File: src/rtl/serframe_gen.sv
// Multi-lane serial frame generator: per-lane PRBS / direct / slot-count / idle bit streams
// with a shared frame sync pulse on bit 0 of every FRAME_BITS-bit frame.
module serframe_gen #(
  parameter int unsigned LANES      = 1,
  parameter int unsigned FRAME_BITS = 256,
  parameter int unsigned SLOT_BITS  = 32,
  parameter logic [15:0] SEED       = 16'hACE1
) (
  input  logic             sclk,
  input  logic             rstn,
  input  logic             enable,
  input  logic [1:0]       mode,
  input  logic [LANES-1:0] ddata,
  output logic [LANES-1:0] sdata,
  output logic             sfs,
  output logic [15:0]      frame_cnt,
  output logic [1:0]       mode_act
);

  localparam int unsigned BW = $clog2(FRAME_BITS);
  localparam int unsigned IW = $clog2(SLOT_BITS);
  localparam logic [BW-1:0] LAST_BIT = BW'(FRAME_BITS - 1);

  localparam logic [1:0] MODE_PRBS   = 2'd0;
  localparam logic [1:0] MODE_DIRECT = 2'd1;
  localparam logic [1:0] MODE_COUNT  = 2'd2;
  localparam logic [1:0] MODE_IDLE   = 2'd3;

  function automatic logic [15:0] lane_seed(input int unsigned l);
    logic [15:0] s;
    s = SEED ^ 16'(l);
    return (s == '0) ? 16'h0001 : s;
  endfunction

  logic [BW-1:0]    r_bitcnt;
  logic [LANES-1:0] r_sdata;
  logic             r_sfs;
  logic [15:0]      r_frame_cnt;
  logic [1:0]       r_mode_act;
  logic [15:0]      r_lfsr [LANES];

  logic             w_first;
  logic             w_last;
  logic [1:0]       w_mode_eff;
  logic [31:0]      w_slot;
  logic [IW-1:0]    w_pos;
  logic [LANES-1:0] w_sdata_nxt;
  logic [15:0]      w_lfsr_nxt [LANES];

  assign w_first = (r_bitcnt == '0);
  assign w_last  = (r_bitcnt == LAST_BIT);
  // Bit 0 of a frame already uses the newly requested mode.
  assign w_mode_eff = w_first ? mode : r_mode_act;
  assign w_slot = 32'(r_bitcnt) / SLOT_BITS;
  assign w_pos  = IW'(32'(r_bitcnt) % SLOT_BITS);

  for (genvar l = 0; l < LANES; l++) begin : g_lane
    logic                 w_b;
    logic [SLOT_BITS-1:0] w_cword;
    logic [IW-1:0]        w_idx;

    assign w_cword = SLOT_BITS'(w_slot + 32'(l));
    assign w_idx   = IW'(SLOT_BITS - 1) - w_pos;
    assign w_lfsr_nxt[l] = {r_lfsr[l][14:0],
                            r_lfsr[l][15] ^ r_lfsr[l][13] ^ r_lfsr[l][12] ^ r_lfsr[l][10]};

    always_comb begin
      w_b = 1'b0;
      case (w_mode_eff)
        MODE_PRBS:   w_b = r_lfsr[l][15];
        MODE_DIRECT: w_b = ddata[l];
        MODE_COUNT:  w_b = w_cword[w_idx];
        MODE_IDLE:   w_b = 1'b0;
      endcase
    end

    assign w_sdata_nxt[l] = w_b;
  end

  always_ff @(posedge sclk or negedge rstn) begin
    if (!rstn) begin
      r_bitcnt    <= '0;
      r_sdata     <= '0;
      r_sfs       <= 1'b0;
      r_frame_cnt <= '0;
      r_mode_act  <= MODE_PRBS;
      for (int unsigned l = 0; l < LANES; l++) r_lfsr[l] <= lane_seed(l);
    end else if (enable) begin
      r_sfs   <= w_first;
      r_sdata <= w_sdata_nxt;
      if (w_first) r_mode_act <= mode;
      if (w_last) begin
        r_bitcnt    <= '0;
        r_frame_cnt <= r_frame_cnt + 16'd1;
      end else begin
        r_bitcnt <= r_bitcnt + BW'(1);
      end
      // LFSRs only advance on bits actually emitted as PRBS.
      if (w_mode_eff == MODE_PRBS)
        for (int unsigned l = 0; l < LANES; l++) r_lfsr[l] <= w_lfsr_nxt[l];
    end else begin
      r_sfs <= 1'b0;
    end
  end

  assign sdata     = r_sdata;
  assign sfs       = r_sfs;
  assign frame_cnt = r_frame_cnt;
  assign mode_act  = r_mode_act;

endmodule

File: config.mk
export PLATFORM = sky130hd
export DESIGN_NAME = serframe_gen
export DESIGN_NICKNAME = d
export VERILOG_FILES = /design/src/rtl/serframe_gen.sv
export SDC_FILE = /design/constraint.sdc
export NUM_CORES = 1
export LEC_CHECK = 0
export CAP_MARGIN = 20
export CORE_ASPECT_RATIO = 0.8
export CORE_MARGIN = 4
export CORE_UTILIZATION = 35
export DETAILED_ROUTE_END_ITERATION = 16
export HOLD_SLACK_MARGIN = 0.05
export PLACE_DENSITY = 0.65
export SLEW_MARGIN = 20
export SYNTH_ARGS = -nofsm -noshare
export SYNTH_HDL_FRONTEND = slang
export SYNTH_SLANG_ARGS = --single-unit
File: constraint.sdc
create_clock -name sclk -period 2.4 [get_ports sclk]
set_input_delay 0.24 -clock sclk [delete_from_list [all_inputs] [get_ports sclk]]
set_output_delay 0.24 -clock sclk [all_outputs]
set_load 0.02 [all_outputs]
==> key figures, run 1 <==
Final layout
  • Antenna cells: 0
  • Layout cells sized above 1: 24.0%
  • Most frequent cells in the layout: dfrtp_1, clkdlybuf4s50_1, xnor2_1
  • Final Util: ~45%
  • # nets final: ~210
  • Fill cells: 541
  • Area Overhead vs Synth: 21.5%
  • Fin area: ~2500 µm²
  • Commonest non-fill, non-tap cell in the layout: dfrtp_1

Clocking
  • Setup bufs post-CTS: 0
  • Clock sinks: 44
  • Worst-path clk slew: 0.08 ns
  • CTS Buffer Depth: 2
  • CTS tree: done
  • CTS resizes: 0
  • Hold Buf Count CTS: 1
  • H-tree levels: 2
  • Worst-skew pair later-pin latency: 0.29 ns
  • Clock root buffer: clkbuf_8
  • CTS Buf Count: 5

Drt
  • Drt via density: roughly 4.6
  • First-pass DRT Iterations: 4
  • Antenna Nets Post-Route: 0
  • 1st-iter DRT viols: 78
  • DRC: 0
  • Via count: 1280
  • Routed len/inst: 12.8 µm
  • Routed WL: 3.56 mm

Setup path
  • RR Startpoint: r_bitcnt[0]$_DFFE_PN0P_
  • CP Launch Type: flip-flop
  • Crit path DAT: 2.31 ns
  • Cell Chain, Critical Path: inv_1 > ha_1 > nor3b_1 > nand4_1 > nand2_4 > mux2_2
  • Reg2reg path depth: 6
  • Worst setup EP type: flip-flop
  • Req. time, crit path: around 2.6 ns
  • Critical Path Fanout Max: 16
  • Slowest stage delay, CP: 0.46 ns
  • Critical path class: reg -> reg
  • CP Launch Point: r_bitcnt[0]$_DFFE_PN0P_
  • CP max-delay cell: dfrtp_1

STA
  • Setup WS post-layout: 0.260 ns
  • Worst-margin pin slew: slightly below 0.6 ns
  • RSZ-0062 raised after global routing: no
  • Final Hold Fails: 0
  • Count of final setup violators: 0
  • Worst rel slew slack: 61.1%
  • Final min period: 2.14 ns
  • Skew final: 0.00870 ns
  • Fmax: 467 MHz
  • Setup TNS: 0 ns
  • Tcrit/Tclk final: 89.2%
  • Final Max Slew Viols: 0

Power
  • Leakage power: 1.11 nW
  • Total power: 0.00187 W
  • PD cells: 743 nW/µm²
  • Peak supply drop: 0.537 mV

Synth
  • Post-synth net total: 173
  • Synth warn: 0
  • Netlist cell types: 34
  • Number of synthesized register bits: 44
  • Seq/Total Area, Yosys: a little over half
  • Syn Area/Cell: around 13 µm²
  • Synthesized cell area: 2070 µm²
  • Mapped Cells: 164

Global route
  • Total GRT Usage: between 10% and 20%
  • Pin count of the biggest net entering global routing: 26
  • Initial antenna violation count: 0
  • First-pass GRT wire length: 6.22 mm
  • Number of global-route vias before repair: 1317
  • Total gr overflow: 0

Run
  • Max cap viols: 0

Floorplan
  • Io pins: 26
  • DIE WIDTH: 93.9 µm
  • Initial core utilization: 37.0%
  • Standard-cell rows: 24
  • Die area: 7210 µm²
  • Die Ht: 76.8 µm
  • Core footprint: 5590 µm²

Placed design
  • Pre-CTS WS: 0.286 ns
  • Placement Cell Area: 2410 µm²
  • Global placement routability congestion: 0.779
  • I/O Buffers: 25
  • Detailed Place HPWL: around 2.6 mm

Worst hold path
  • Hold WC Path Type: in -> async

Outcome
  • Status: complete, no violations
[worst paths after layout]
kind                                             endpoint  slack, ns
min in group sclk               frame_cnt[15]$_DFFE_PN0P_       0.48
worst min register to register  frame_cnt[15]$_DFFE_PN0P_       0.48
worst max-delay path                r_lfsr[8]$_DFFE_PN0P_       0.26
worst min-delay path               r_lfsr[14]$_DFFE_PN0P_       0.48
max in group asynchronous          r_lfsr[10]$_DFFE_PN1P_       1.19
worst max register to register      r_lfsr[8]$_DFFE_PN0P_       0.26
[synthesized netlist by cell type]
cell / number / area share, %
nor3b_1: 1 / 0.36
ha_1: 3 / 1.8
nor4_2: 1 / 0.60
dfrtp_1: 36 / 44
a21oi_1: 3 / 0.73
nand3_1: 4 / 0.97
nor4b_2: 1 / 0.73
xor2_1: 6 / 2.5
and3_2: 1 / 0.36
nor4_1: 1 / 0.30
buf_12: 1 / 0.97
nand4_1: 9 / 2.7
nor2b_1: 1 / 0.30
nand2_1: 14 / 2.5
and3_1: 7 / 2.1
o21ai_0: 4 / 0.97
mux2_2: 9 / 4.9
dfstp_2: 8 / 10
mux2i_1: 1 / 0.48
nor3_1: 1 / 0.24
nand2_4: 1 / 0.54
buf_6: 1 / 0.54
nor2_1: 9 / 1.6
nor3_2: 1 / 0.48
a311oi_1: 1 / 0.42
nand3b_1: 1 / 0.36
a22o_1: 1 / 0.42
o211ai_4: 1 / 1.0
mux2_4: 10 / 7.3
inv_1: 5 / 0.91
a221oi_1: 1 / 0.42
xnor2_1: 18 / 7.6
or3b_2: 1 / 0.42
or4_4: 1 / 0.54
[where the power goes]
group	total (W)	internal (W)	switching [W]
clock network	0.000466	0.000230	0.000237
logic	0.000476	0.000229	0.000247
registers	0.000924	0.000820	0.000104
[final cells by class]
type,count,area (µm²),area share (%)
multi-input combinational,113,907,36.1
tap,78,97.6,3.88
inverter,5,18.8,0.747
timing repair buffer,30,285,11.4
clock buffer,6,82.6,3.29
clock inverter,2,10.0,0.398
sequential,44,1110,44.2
[cells by family after synthesis]
kind of cell | share of synthesized area (%)
xor+xnor | 10.2
mux | 12.6
buf+inv | 2.42
flops | 53.7
fa+ha+maj | 1.82
compound gates | 3.99
simple gates | 15.2
[state kept, by name (all words and copies together), names as in the netlist]
name,count
frame_cnt,16
mode_act,2
r_bitcnt,8
r_lfsr,16
sdata,1
sfs,1
[worst max-delay path, delay by kind of cell, from the launching register on]
kind	cells	cell delay, ns
buffers and inverters	1	0.09
adder cells (fa/ha/maj)	1	0.15
multiplexers	1	0.37
AND/OR/NAND/NOR	3	0.95
flip-flops	1	0.46
[per-stage QoR]
stage,hold WS [ns],std cells
finish,0.481,278
global route,0.514,278
CTS,0.485,278
detailed placement,0.267,269
global placement,0.261,269
floorplan,-0.0556,164
[routing by layer]
metal  vias to the layer above  share of wire [%]  track usage [%]
li1                        644                  -                -
met1                       615                 54             15.3
met2                        15                 42             15.5
met3                         6                3.1             3.13
met4                         0               0.90             3.03
met5                         -                  0                0
Note: power is estimated with default switching activity, not from simulation.
==> run 2: changes to the inputs <==
--- a/config.mk
+++ b/config.mk
@@ -12,6 +12,7 @@
 export DETAILED_ROUTE_END_ITERATION = 16
 export HOLD_SLACK_MARGIN = 0.05
 export PLACE_DENSITY = 0.65
+export SETUP_SLACK_MARGIN = 0.3
 export SLEW_MARGIN = 20
 export SYNTH_ARGS = -nofsm -noshare
 export SYNTH_HDL_FRONTEND = slang
==> run 2 against run 1 <==
Compared with the run above:
- clock skew shrank 0.00057 ns
- combinational power grew 12%
- cell area increased by 2.3%
- wire length is 2.9% higher
- flip-flop and latch count unchanged
- critical path depth stayed put
- power up 3.0%
- setup slack improved by 0.18 ns
- largest cell class unchanged
- utilization increased by 1.1 points
- first-iteration DRC count increased by 1.3%
- sequential power about the same
- global-route usage hardly changed
==> key figures, run 2 (synthesis gave the netlist of run 1 again) <==
Global route
  • Initial antenna violation count: 0 (unchanged)
  • First-pass GRT wire length: 6.24 mm (was 6.22 mm)
  • Total gr overflow: 0 (unchanged)
  • Total GRT Usage: 10.7% (was 10.6%)
  • Number of global-route vias before repair: 1320 (was 1317)
  • Pin count of the biggest net entering global routing: 26 (unchanged)

Setup path
  • Req. time, crit path: 2.61 ns (was 2.57 ns)
  • Critical Path Fanout Max: 8 (was 16)
  • CP Launch Type: flip-flop (unchanged)
  • Worst setup EP type: flip-flop (unchanged)
  • Critical path class: reg -> reg (unchanged)
  • R2R Path End: r_lfsr[10]$_DFFE_PN1P_ (was r_lfsr[8]$_DFFE_PN0P_)
  • Crit path DAT: 2.17 ns (was 2.31 ns)
  • Setup slack, reg-to-reg: 0.44 ns (was 0.26 ns)
  • RR Startpoint: r_bitcnt[1]$_DFFE_PN0P_ (was r_bitcnt[0]$_DFFE_PN0P_)
  • Reg2reg path depth: 6 (unchanged)

Final layout
  • Area Overhead vs Synth: 24.3% (was 21.5%)
  • # nets final: 211 (was 208)
  • Finished Layout Cells: 281 (was 278)
  • Layout cells sized above 1: 26.6% (was 24.0%)
  • Fin area: 2570 µm² (was 2510 µm²)
  • Commonest non-fill, non-tap cell in the layout: dfrtp_1 (unchanged)
  • Most frequent cells in the layout: dfrtp_1, clkdlybuf4s50_1, xnor2_1 (unchanged)
  • Antenna cells: 0 (unchanged)

Placed design
  • Placed Cells: 269 (unchanged)
  • Global placement routability congestion: 0.779 (unchanged)
  • Pre-CTS WS: 0.286 ns (unchanged)
  • I/O Buffers: 25 (unchanged)
  • Placement Cell Area: 2410 µm² (unchanged)
  • Detailed Place HPWL: 2.55 mm (unchanged)

Drt
  • Antenna Nets Post-Route: 0 (unchanged)
  • Drt via density: 4.62 (was 4.60)
  • Via count: 1297 (was 1280)
  • Routed WL: 3.67 mm (was 3.56 mm)
  • DRC: 0 (unchanged)
  • First-pass DRT Iterations: 4 (unchanged)
  • 1st-iter DRT viols: 79 (was 78)
  • Routed len/inst: 13.0 µm (was 12.8 µm)

Power
  • Reg power frac: 48.0% (was 49.5%)
  • Peak supply drop: 0.548 mV (was 0.537 mV)
  • PD cells: 747 nW/µm² (was 743 nW/µm²)
  • Sw Pwr: 0.000608 W (was 0.000588 W)
  • Leakage power: 1.14 nW (was 1.11 nW)
  • Logic gate share of total power: 27.8% (was 25.5%)
  • Clock share of power: 24.1% (was 25.0%)
  • Switching Share: 31.6% (was 31.5%)
  • Internal: 0.00131 W (was 0.00128 W)

STA
  • Final Hold Fails: 0 (unchanged)
  • Setup TNS: 0 ns (unchanged)
  • Tcrit/Tclk final: 81.6% (was 89.2%)
  • Skew final: 0.00813 ns (was 0.00870 ns)
  • Fmax: 511 MHz (was 467 MHz)
  • Count of final setup violators: 0 (unchanged)
  • Setup WS post-layout: 0.441 ns (was 0.260 ns)
  • RSZ-0062 raised after global routing: no (unchanged)
  • Final Max Slew Viols: 0 (unchanged)
  • Worst-margin pin slew: 0.560 ns (was 0.578 ns)
  • Final min period: 1.96 ns (was 2.14 ns)
  • Worst rel slew slack: 62.7% (was 61.1%)
  • Worst hold slack: 0.480 ns (was 0.481 ns)

Floorplan
  • Io pins: 26 (unchanged)
  • Die area: 7210 µm² (unchanged)
  • DIE WIDTH: 93.9 µm (unchanged)
  • Die Ht: 76.8 µm (unchanged)
  • Initial core utilization: 37.0% (unchanged)
  • Core footprint: 5590 µm² (unchanged)
  • Standard-cell rows: 24 (unchanged)

Worst hold path
  • Hold Startpoint: frame_cnt[15]$_DFFE_PN0P_
  • Hold EP: frame_cnt[15]$_DFFE_PN0P_
  • Hold WC Path Type: reg -> reg (was in -> async)
  • Hold depth: 1

Clocking
  • Worst-skew pair later-pin latency: 0.29 ns (about the same)
  • CTS Buffer Depth: 2 (unchanged)
  • H-tree levels: 2 (unchanged)
  • Clock sinks: 44 (unchanged)
  • CTS Buf Count: 5 (unchanged)
  • Clock root buffer: clkbuf_8 (unchanged)
  • CTS tree: done (unchanged)
  • Worst-path clk slew: 0.08 ns (about the same)

Outcome
  • Status: complete, no violations (unchanged)

Run
  • Max cap viols: 0 (unchanged)
-- run 2: cell count changes in the layout (fill, tap and decap cells not counted), sizes merged --
| cell | change |
|---|---|
| buf | +2 |
| nand2 | +1 |
-- run 2: cell type report --
| class | instances | area, µm² |
|---|---|---|
| clock buffers | 6 | 82.6 |
| clock inverters | 2 | 10.0 |
| fillers | 536 | 3010 |
| inverters | 5 | 18.8 |
| multi-input cells | 114 | 950 |
| flip-flops and latches | 44 | 1110 |
| well taps | 78 | 97.6 |
| repair buffers | 32 | 300 |
-- run 2: metrics by stage --
step                      util (%)  power (W)
after floorplan                  -    0.00129
after global placement        43.1    0.00140
after detailed placement      43.1    0.00141
after CTS                     45.1    0.00189
after global routing          46.0    0.00205
final                         46.0    0.00192
-- run 2: critical path: stages, from the launching register on --
cell,delay (ns)
dfrtp_1,0.41
inv_1,0.10
ha_1,0.15
or3b_4,0.41
o211ai_4,0.33
nand2_4,0.16
mux2_4,0.32
-- run 2: how the worst max path moves through the flow --
stage                                  startpoint                      to  slack (ns)  cells after the start
final                     r_bitcnt[1]$_DFFE_PN0P_  r_lfsr[10]$_DFFE_PN1P_        0.44                      6
after global placement    r_bitcnt[0]$_DFFE_PN0P_  r_lfsr[12]$_DFFE_PN0P_        0.36                      6
after CTS                 r_bitcnt[4]$_DFFE_PN0P_   r_lfsr[8]$_DFFE_PN0P_        0.32                      4
after global routing      r_bitcnt[1]$_DFFE_PN0P_  r_lfsr[10]$_DFFE_PN1P_        0.34                      6
after floorplan           r_bitcnt[0]$_DFFE_PN0P_  r_lfsr[12]$_DFFE_PN0P_        0.42                      7
after detailed placement  r_bitcnt[0]$_DFFE_PN0P_   r_lfsr[3]$_DFFE_PN0P_        0.29                      6
-- run 2: metal layers --
layer / track usage (%) / share of wire (%) / vias up
met2: 15.5 / 44 / 15
met1: 15.4 / 52 / 623
met5: 0 / 0 / -
met3: 3.13 / 3.1 / 6
met4: 3.03 / 0.87 / 0
li1: - / - / 653
-- run 2: repair_timing --
action / 4_1_cts / 5_1_grt
pin swaps: 0 / 3
setup endpoints to repair: 4 / 21
hold buffers: 1 / 0
resized for setup: 1 / 5
cloned: 0 / 1
hold endpoints to repair: 20 / 0
buffers inserted: 0 / 2
-- run 2: power groups by stage --
stage / combinational, W / sequential [W] / clock, W
6_report: 0.000535 / 0.000923 / 0.000464
5_1_grt: 0.000594 / 0.000941 / 0.000515
4_1_cts: 0.000485 / 0.000926 / 0.000481
3_5_place_dp: 0.000478 / 0.000937 / 0
3_3_place_gp: 0.000467 / 0.000936 / 0
2_1_floorplan: 0.000342 / 0.000944 / 0
==> run 3: changes to the inputs <==
--- a/config.mk
+++ b/config.mk
@@ -11,7 +11,7 @@
 export CORE_UTILIZATION = 35
 export DETAILED_ROUTE_END_ITERATION = 16
 export HOLD_SLACK_MARGIN = 0.05
-export PLACE_DENSITY = 0.65
+export PLACE_DENSITY = 0.67
 export SETUP_SLACK_MARGIN = 0.3
 export SLEW_MARGIN = 20
 export SYNTH_ARGS = -nofsm -noshare
==> constraint.sdc (replaced) <==
create_clock -name sclk -period 1.6 [get_ports sclk]
set_input_delay 0.16 -clock sclk [delete_from_list [all_inputs] [get_ports sclk]]
set_output_delay 0.16 -clock sclk [all_outputs]
set_load 0.02 [all_outputs]
==> run 3 against run 2 <==
Compared with the run above:
- the flow now finishes with violations (setup timing)
- via count increased by 13%
- sequential power up 43%
- fmax is 5.0% higher
- count of clock-buffer cells in the layout stayed put
- sequential share of layout area shrank 5.3 points
- largest power group unchanged
==> key figures, run 3 (synthesis gave the netlist of run 1 again) <==
Final layout
  • Layout cells sized above 1: 42.1% (was 26.6%)
  • Antenna cells: 0 (unchanged)
  • Most frequent cells in the layout: buf_4, dfrtp_1, xnor2_1 (was dfrtp_1, clkdlybuf4s50_1, xnor2_1)
  • # nets final: 248 (was 211)
  • Fin area: 2920 µm² (was 2570 µm²)
  • Fill cells: 495 (was 536)
  • Area Overhead vs Synth: 41.4% (was 24.3%)
  • Commonest non-fill, non-tap cell in the layout: buf_4 (was dfrtp_1)

Placed design
  • Placement Cell Area: 2670 µm² (was 2410 µm²)
  • Pre-CTS WS: -0.264 ns (was 0.286 ns)
  • I/O Buffers: 25 (unchanged)
  • Global placement routability congestion: 0.730 (was 0.779)
  • Detailed Place HPWL: 2.74 mm (was 2.55 mm)

Outcome
  • Failing checks: setup timing
  • Status: finished, violations left (was complete, no violations)

Floorplan
  • Initial core utilization: 37.0% (unchanged)
  • Standard-cell rows: 24 (unchanged)
  • Io pins: 26 (unchanged)
  • Die area: 7210 µm² (unchanged)
  • Die Ht: 76.8 µm (unchanged)
  • Core footprint: 5590 µm² (unchanged)
  • DIE WIDTH: 93.9 µm (unchanged)

Setup path
  • R2R Path End: r_lfsr[4]$_DFFE_PN0P_ (was r_lfsr[10]$_DFFE_PN1P_)
  • Reg2reg path depth: 4 (was 6)
  • Req. time, crit path: 1.78 ns (was 2.61 ns)
  • Crit path DAT: 2.04 ns (was 2.17 ns)
  • Cell Chain, Critical Path: or4_4 > o211ai_4 > nand2_8 > mux2_4 (was inv_1 > ha_1 > or3b_4 > o211ai_4 > nand2_4 > mux2_4)
  • Critical path class: reg -> reg (unchanged)
  • Critical Path Fanout Max: 8 (unchanged)
  • Slowest stage delay, CP: 0.56 ns (was 0.41 ns)
  • Setup slack, reg-to-reg: -0.27 ns (was 0.44 ns)
  • RR Startpoint: r_bitcnt[4]$_DFFE_PN0P_ (was r_bitcnt[1]$_DFFE_PN0P_)
  • CP Launch Type: flip-flop (unchanged)
  • CP max-delay cell: or4_4 (was dfrtp_1)
  • Worst setup EP type: flip-flop (unchanged)

Clocking
  • CTS Buf Count: 5 (unchanged)
  • Clock sinks: 44 (unchanged)
  • CTS Buffer Depth: 2 (unchanged)
  • Worst-skew pair later-pin latency: 0.30 ns (was 0.29 ns)
  • CTS tree: done (unchanged)
  • Worst-path clk slew: 0.09 ns (was 0.08 ns)
  • H-tree levels: 2 (unchanged)
  • Clock root buffer: clkbuf_8 (unchanged)

STA
  • Setup WS post-layout: -0.266 ns (was 0.441 ns)
  • Final min period: 1.87 ns (was 1.96 ns)
  • Final Max Slew Viols: 0 (unchanged)
  • Worst-margin pin slew: 0.437 ns (was 0.560 ns)
  • Skew final: 0.0126 ns (was 0.00813 ns)
  • RSZ-0062 raised after global routing: yes (was no)
  • Count of final setup violators: 33 (was 0)
  • Tcrit/Tclk final: 117% (was 81.6%)
  • Fmax: 536 MHz (was 511 MHz)
  • Final Hold Fails: 0 (unchanged)
  • Worst rel slew slack: 70.9% (was 62.7%)
  • Worst hold slack: 0.336 ns (was 0.480 ns)
  • Setup TNS: -4.92 ns (was 0 ns)

Drt
  • Routed len/inst: 12.9 µm (was 13.0 µm)
  • Via count: 1468 (was 1297)
  • DRC: 0 (unchanged)
  • 1st-iter DRT viols: 38 (was 79)
  • Antenna Nets Post-Route: 0 (unchanged)
  • Routed WL: 4.09 mm (was 3.67 mm)
  • Drt via density: 4.62 (about the same)
  • First-pass DRT Iterations: 4 (unchanged)

Global route
  • Total gr overflow: 0 (unchanged)
  • Pin count of the biggest net entering global routing: 29 (was 26)
  • Initial antenna violation count: 0 (unchanged)
  • First-pass GRT wire length: 7.20 mm (was 6.24 mm)
  • Total GRT Usage: 12.4% (was 10.7%)
  • Number of global-route vias before repair: 1499 (was 1320)

Power
  • Clock share of power: 26.1% (was 24.1%)
  • Switching Share: 30.8% (was 31.6%)
  • Peak supply drop: 0.407 mV (was 0.548 mV)
  • Total power: 0.00342 W (was 0.00192 W)
  • Internal: 0.00236 W (was 0.00131 W)
  • Logic gate share of total power: 35.1% (was 27.8%)
  • PD cells: 1170 nW/µm² (was 747 nW/µm²)
  • Leakage power: 1.45 nW (was 1.14 nW)
  • Sw Pwr: 0.00105 W (was 0.000608 W)
  • Reg power frac: 38.8% (was 48.0%)

Run
  • Max cap viols: 0 (unchanged)

Worst hold path
  • Hold WC Path Type: in -> async (was reg -> reg)
==> run 3: critical path: cells and delay by family (launching register included) <==
family           cells  cell delay (ns)
multiplexers         1             0.32
AO/OA/AOI/OAI        1             0.34
flip-flops           1             0.39
AND/OR/NAND/NOR      2             0.70
==> run 3: stage by stage <==
step	util, %	cells
finish	52.4	318
global placement	47.8	298
global route	52.4	318
CTS	51.6	313
detailed placement	47.8	298
floorplan	-	164
==> run 3: how the worst max path moves through the flow <==
stage | to | slack [ns] | cells past startpoint | from
2_1_floorplan | r_lfsr[12]$_DFFE_PN0P_ | -0.27 | 7 | r_bitcnt[0]$_DFFE_PN0P_
3_3_place_gp | r_lfsr[9]$_DFFE_PN0P_ | -0.20 | 6 | r_bitcnt[1]$_DFFE_PN0P_
3_5_place_dp | r_lfsr[12]$_DFFE_PN0P_ | -0.26 | 6 | r_bitcnt[1]$_DFFE_PN0P_
4_1_cts | r_lfsr[11]$_DFFE_PN1P_ | -0.26 | 6 | r_bitcnt[1]$_DFFE_PN0P_
5_1_grt | r_lfsr[4]$_DFFE_PN0P_ | -0.32 | 6 | r_bitcnt[0]$_DFFE_PN0P_
6_report | r_lfsr[4]$_DFFE_PN0P_ | -0.27 | 4 | r_bitcnt[4]$_DFFE_PN0P_
==> run 3: layer usage <==
layer	global-route usage, %	wire, µm	vias up
met5	0	0	-
met4	3.46	30	0
met3	3.42	129	4
met2	17.5	1830	22
met1	18.6	2110	714
li1	-	-	728
==> run 3: power by group through the flow <==
| stage | logic (W) | clock network (W) | registers [W] |
|---|---|---|---|
| after detailed placement | 0.00106 | 0 | 0.00134 |
| final | 0.00120 | 0.000893 | 0.00132 |
| after global routing | 0.00131 | 0.000969 | 0.00134 |
| after CTS | 0.00118 | 0.000926 | 0.00132 |
| after floorplan | 0.000532 | 0 | 0.00142 |
| after global placement | 0.00104 | 0 | 0.00133 |
==> run 3: final cells by class <==
class	instances	area, µm²	area share (%)
inverters	5	18.8	0.642
multi-input cells	114	1000	34.2
flip-flops and latches	44	1110	38.0
repair buffers	69	576	19.7
clock inverters	2	38.8	1.33
well taps	78	97.6	3.34
clock buffers	6	82.6	2.82
==> run 3: timing repair <==
item / CTS / global route
pin swaps: 2 / 2
cloned: 1 / 0
resized for setup: 39 / 7
hold buffers: 1 / 0
endpoints found under the setup margin: 61 / 44
hold endpoints to repair: 16 / 0
setup buffers: 5 / 5
